**config.mk**
```make
export PLATFORM = sky130hd
export DESIGN_NAME = imem_stream_loader
export DESIGN_NICKNAME = d
export VERILOG_FILES = /design/src/rtl/imem_stream_loader.sv
export SDC_FILE = /design/constraint.sdc
export NUM_CORES = 1
export LEC_CHECK = 0
export ABC_AREA = 1
export CELL_PAD_IN_SITES_DETAIL_PLACEMENT = 0
export CELL_PAD_IN_SITES_GLOBAL_PLACEMENT = 1
export CORE_MARGIN = 2
export CORE_UTILIZATION = 39
export CTS_BUF_LIST = sky130_fd_sc_hd__clkbuf_8 sky130_fd_sc_hd__clkbuf_16
export DETAILED_ROUTE_END_ITERATION = 6
export PLACE_DENSITY = 0.87
export SYNTH_ARGS = -nofsm -noshare
export SYNTH_HDL_FRONTEND = slang
export SYNTH_SLANG_ARGS = --single-unit
```
**constraint.sdc**
```tcl
create_clock -name clk -period 3.6 [get_ports clk]
set_clock_uncertainty 0.15 [all_clocks]
set_input_delay 0.9 -clock clk [delete_from_list [all_inputs] [get_ports clk]]
set_output_delay 0.9 -clock clk [all_outputs]
set_load 0.005 [all_outputs]
```
**src/rtl/imem_stream_loader.sv**
```systemverilog
// Program loader / verifier for the instruction memory.
// Streams words from the host link into memory (LOAD) or reads memory back
// and compares it against the stream (VERIFY). It keeps the core in reset
// until a command completes cleanly and reports checksum, word count and
// the byte address of the first failure.
//
// state | meaning
// ------+-------------------------------------------------------------
// IDLE  | waiting for start; command checks happen on the start edge
// LOAD  | accepting stream words, one registered write per handshake
// VRD   | memory read issued for the current word
// VCMP  | waiting for the stream word and comparing it with read data
// FIN   | last write drains; done pulse and core release follow
module imem_stream_loader #(
    parameter int XLEN          = 32,
    parameter int DEPTH         = 1024,
    parameter int ADDR_W        = $clog2(DEPTH),
    parameter int HOLD_ON_RESET = 1
) (
    input  logic              clk,
    input  logic              reset,
    input  logic              start,
    input  logic              mode,
    input  logic [XLEN-1:0]   base_addr,
    input  logic [ADDR_W:0]   word_count,
    input  logic              abort,
    input  logic              s_valid,
    output logic              s_ready,
    input  logic [XLEN-1:0]   s_data,
    output logic [XLEN-1:0]   mem_addr,
    output logic [XLEN-1:0]   mem_wdata,
    output logic              mem_we,
    output logic              mem_re,
    input  logic [XLEN-1:0]   mem_rdata,
    output logic              core_hold,
    output logic              busy,
    output logic              done,
    output logic              error,
    output logic [XLEN-1:0]   err_addr,
    output logic [XLEN-1:0]   checksum,
    output logic [ADDR_W:0]   words_done
);

    typedef enum logic [2:0] {IDLE, LOAD, VRD, VCMP, FIN} state_t;

    state_t            state;
    logic [ADDR_W:0]   count_q;
    logic [XLEN-1:0]   addr_q;
    logic [XLEN-1:0]   rdata_q;
    logic              rd_fresh;

    logic [XLEN:0]     end_word;
    logic              range_bad;
    logic              last_word;
    logic [XLEN-1:0]   cmp_data;

    // End-of-transfer word index is computed one bit wider so a command
    // that runs past the top of memory cannot hide behind an overflow.
    always_comb begin
        end_word  = {3'b000, base_addr[XLEN-1:2]} + {{(XLEN-ADDR_W){1'b0}}, word_count};
        range_bad = (base_addr[1:0] != 2'b00) || (end_word > (XLEN+1)'(DEPTH));
        last_word = ((words_done + (ADDR_W+1)'(1)) == count_q);
        cmp_data  = rd_fresh ? mem_rdata : rdata_q;
    end

    // Command sequencer; every output is registered here.
    always_ff @(posedge clk or negedge reset) begin
        if (!reset) begin
            state      <= IDLE;
            count_q    <= '0;
            addr_q     <= '0;
            rdata_q    <= '0;
            rd_fresh   <= 1'b0;
            s_ready    <= 1'b0;
            mem_addr   <= '0;
            mem_wdata  <= '0;
            mem_we     <= 1'b0;
            mem_re     <= 1'b0;
            core_hold  <= 1'(HOLD_ON_RESET);
            busy       <= 1'b0;
            done       <= 1'b0;
            error      <= 1'b0;
            err_addr   <= '0;
            checksum   <= '0;
            words_done <= '0;
        end else begin
            done   <= 1'b0;
            mem_we <= 1'b0;
            case (state)
                IDLE: begin
                    if (start) begin
                        error      <= 1'b0;
                        checksum   <= '0;
                        words_done <= '0;
                        busy       <= 1'b1;
                        core_hold  <= 1'b1;
                        count_q    <= word_count;
                        addr_q     <= base_addr;
                        if (range_bad) begin
                            error    <= 1'b1;
                            err_addr <= base_addr;
                            busy     <= 1'b0;
                        end else if (word_count == '0) begin
                            state <= FIN;
                        end else if (!mode) begin
                            state   <= LOAD;
                            s_ready <= 1'b1;
                        end else begin
                            state    <= VRD;
                            mem_re   <= 1'b1;
                            mem_addr <= base_addr;
                        end
                    end
                end
                LOAD: begin
                    if (abort) begin
                        error    <= 1'b1;
                        err_addr <= addr_q;
                        busy     <= 1'b0;
                        s_ready  <= 1'b0;
                        state    <= IDLE;
                    end else if (s_valid) begin
                        mem_we     <= 1'b1;
                        mem_addr   <= addr_q;
                        mem_wdata  <= s_data;
                        addr_q     <= addr_q + XLEN'(4);
                        checksum   <= checksum + s_data;
                        words_done <= words_done + (ADDR_W+1)'(1);
                        if (last_word) begin
                            s_ready <= 1'b0;
                            state   <= FIN;
                        end
                    end
                end
                VRD: begin
                    mem_re <= 1'b0;
                    if (abort) begin
                        error    <= 1'b1;
                        err_addr <= addr_q;
                        busy     <= 1'b0;
                        state    <= IDLE;
                    end else begin
                        rd_fresh <= 1'b1;
                        s_ready  <= 1'b1;
                        state    <= VCMP;
                    end
                end
                VCMP: begin
                    // Read data is only valid in the first VCMP cycle; keep a copy for stalls.
                    rdata_q  <= cmp_data;
                    rd_fresh <= 1'b0;
                    if (abort) begin
                        error    <= 1'b1;
                        err_addr <= addr_q;
                        busy     <= 1'b0;
                        s_ready  <= 1'b0;
                        state    <= IDLE;
                    end else if (s_valid) begin
                        s_ready <= 1'b0;
                        if (s_data != cmp_data) begin
                            error    <= 1'b1;
                            err_addr <= addr_q;
                            busy     <= 1'b0;
                            state    <= IDLE;
                        end else begin
                            addr_q     <= addr_q + XLEN'(4);
                            checksum   <= checksum + s_data;
                            words_done <= words_done + (ADDR_W+1)'(1);
                            if (last_word) begin
                                state <= FIN;
                            end else begin
                                state    <= VRD;
                                mem_re   <= 1'b1;
                                mem_addr <= addr_q + XLEN'(4);
                            end
                        end
                    end
                end
                FIN: begin
                    done      <= 1'b1;
                    core_hold <= 1'b0;
                    busy      <= 1'b0;
                    state     <= IDLE;
                end
                default: state <= IDLE;
            endcase
        end
    end

endmodule
```
==> impl_metrics.csv <==
group,metric,value,unit
final_layout,syn_to_final_growth,35.4,%
setup_path,crit_chain,"clkdlybuf4s50_1, ha_4, nand2_1, nor2_1, nand2_1, nand3_1, nand2_1, nand2_2, buf_12, nand2_1, nand2_1, nand4_1, nor2_2, nand4_1, nand2_1, buf_12, nand3_4, clkbuf_16, nand2_1, nand2_1",
clock_tree,cts-buffers-inserted,27,
sta,hold_viol_final,0,
setup_path,end_kind,"register",
synth,ys_ff_latch,225,
drt,dr.pass1.iters,6,
placed_design,place_inst,3061,
clock_tree,path_clk_slew,0.06,ns
synth,ys_seq_area_share,37.1,%
sta,fin_crit,3.44,ns
floorplan,die_area,0.0405,sq mm
setup_path,cp_common_cell,"nand2_1",
synth,synth_top_flop_cell,"dfrtp_1",
placed_design,hpwl,43.6,mm
synth,synth_top_area_cell,"dfrtp_1",
pwr,ir_drop,0.440,mV
sta,period_share,95.5,%
synth,yosysTopAreaCellShare,37.0,%
pwr,total_power,16.0,mW
placed_design,pre_cts_ws,-0.505,ns
sta,layout_setup_ws,0.163,ns
drt,drc,0,
grt,grt_overflow_total,0,
run_status,status,"complete, no violations",
setup_path,critPathLaunchType,"primary input",
synth,syn-num-nets,2376,
drt,num_vias,16300,
setup_path,slowest_delay,0.51,ns
synth,synthTopCellsByArea,"dfrtp_1, nand2_1, inv_1",
final_layout,n_fill_cell,3775,
clock_tree,root_buffer,"clkbuf_16",
synth,synthMostInstantiatedCell,"nand2_1",
drt,final_antenna_net_count,0,
synth,synth_area,0.0152,sq mm
floorplan,pin_count,259,
drt,totalWireLength,56.2,mm
floorplan,coreArea,0.0386,sq mm
drt,drt-vias-per-instance,5.22,
synth,avgSynthCellArea,6.84,sq um
grt,grt_max_degree,78,
drt,avgRoutedWirePerCell,18.0,um
sta,worst_hold_slack,0.139,ns
clock_tree,cts_setup_buffers,0,
sta,tightest_slew,0.779,ns
synth,syn_inst,2217,
setup_path,crit_fanout,8,
clock_tree,cts.sinks,225,
synth,synth_cell_type_count,50,
floorplan,initial_core_util,39.3,%
setup_path,cp_top_family,"simple AND/OR/NAND/NOR gates",
clock_tree,clk_latency,0.58,ns
sta,setup_viol,0,
grt,grt_pass1_wl,86.6,mm
floorplan,rows,72,
floorplan,die_y,201,um
setup_path,cp.required,3.89,ns
min_path,hold_path.class,"in2async",
sta,drv_slew,0,
synth,ys_async_sr_fraction,100,%
setup_path,crit_type,"in2reg",
grt,grt_pass1_vias,15100,
pwr,p_per_area,777,mW/mm^2
sta,max_freq,291,MHz
clock_tree,cts_tree,"done",
setup_path,crit_path_top_delay_cell,"clkdlybuf4s50_1",
final_layout,finalInstanceArea,0.0205,sq mm
final_layout,drive_gt1_share,10.8,%
grt,gr-usage-all-layers,27.1,%
floorplan,die_w,201,um
drt,drtIter0Drc,1528,
sta,max-slew-margin-rel,48.1,%
placed_design,place_area,0.0193,sq mm
synth,yosysWarnings,0,
job,max_cap_viol_count,0,
synth,synth_enable_flop_cells,0,
placed_design,port_buffers,258,
final_layout,final_nets,2734,
clock_tree,cts_buffer_depth,3,
pwr,leakagePower,10.2,nW
final_layout,fin_cells,3114,
grt,antenna_found_initial,1,
placed_design,gp_congestion,0.934,
setup_path,critPathBufInv,4,
setup_path,worstPathArrival,3.72,ns
clock_tree,htreeDepth,1,
synth,synthTopCellsByCount,"nand2_1, inv_1, dfrtp_1",
[cells in the final DEF (no fill, tap or decap), types with 11 or more instances in the layout]
cell type        instances
buf_4                  147
clkbuf_16               29
nor2_1                 148
nand3_1                131
dlymetal6s2s_1          17
xnor2_1                 13
ha_1                    34
nand4_1                 71
clkdlybuf4s50_1        240
nand2_1                767
o21ai_0                177
dfrtp_1                223
or2_2                   14
buf_12                  11
a21oi_1                 82
nor3_1                  38
o221ai_1                11
inv_1                  244
xor2_1                  54
o21ai_1                 16
[metrics by stage]
step,TNS (ns),utilization [%]
final,0,53.3
after global routing,-0.426,53.3
after CTS,0,52.6
after detailed placement,-34.86,50.0
after global placement,-31.09,50.0
after floorplan,0,-
[layer usage]
metal	global-route usage, %	routed length (um)
met1	41.1	26800
met2	40.2	23600
met3	3.24	4000
met4	8.38	1720
met5	0	0
[area by class of cell]
type	count	area, sq um	share of cell area (%)
antenna	1	2.50	0.0122
clock buffer	30	717	3.49
clock inverter	19	263	1.28
inverter	242	908	4.42
multi-input combinational	1660	8350	40.7
sequential	225	5630	27.4
tap	518	648	3.16
timing repair buffer	419	4020	19.5
[path summary, 6_finish.rpt]
kind / start / endpoint / slack [ns] / cells after the start
worst max-delay path: word_count[4] / mem_addr[13]$_DFFE_PN0P_ / 0.16 / 20
worst min-delay path: reset / checksum[26]$_DFFE_PN0P_ / 0.14 / 1
worst max register to register: rd_fresh$_DFFE_PN0P_ / mem_addr[13]$_DFFE_PN0P_ / 0.41 / 16
worst min register to register: err_addr[28]$_DFFE_PN0P_ / err_addr[28]$_DFFE_PN0P_ / 0.32 / 2
max in group asynchronous: reset / rdata_q[15]$_DFFE_PN0P_ / 2.10 / 2
min in group clk: err_addr[28]$_DFFE_PN0P_ / err_addr[28]$_DFFE_PN0P_ / 0.32 / 2
[worst reg2reg max path: cells and delay by family (launching register included)]
kind | cells | cell delay [ns]
AND/OR/NAND/NOR | 12 | 1.43
buffers and inverters | 3 | 0.61
flip-flops | 1 | 0.53
AO/OA/AOI/OAI | 1 | 0.36
[report_power, final]
group / switching (mW) / total (mW) / leakage (nW) / internal, mW
Clock: 1.16 / 3.02 / 0.496 / 1.86
Sequential: 0.904 / 4.55 / 2.81 / 3.64
Combinational: 4.89 / 8.39 / 6.90 / 3.50
[state kept, by name, indices dropped and copies added, names as in the netlist, 3 cells and up]
signal	cells
rdata_q	32
addr_q	32
mem_wdata	32
state	3
count_q	11
words_done	11
checksum	32
mem_addr	32
err_addr	32
[logic make-up after synthesis]
| kind of cell | synth area share [%] |
|---|---|
| simple gates | 33.8 |
| buf+inv | 8.94 |
| compound gates | 12.0 |
| flops | 37.1 |
| xor+xnor | 3.87 |
| fa+ha+maj | 3.89 |
| mux | 0.297 |
[repair_timing]
action,4_1_cts,5_1_grt
gates resized for setup,0,40
hold buffers,0,0
endpoints found under the setup margin,0,70
Power figures use the tool's default switching activity.
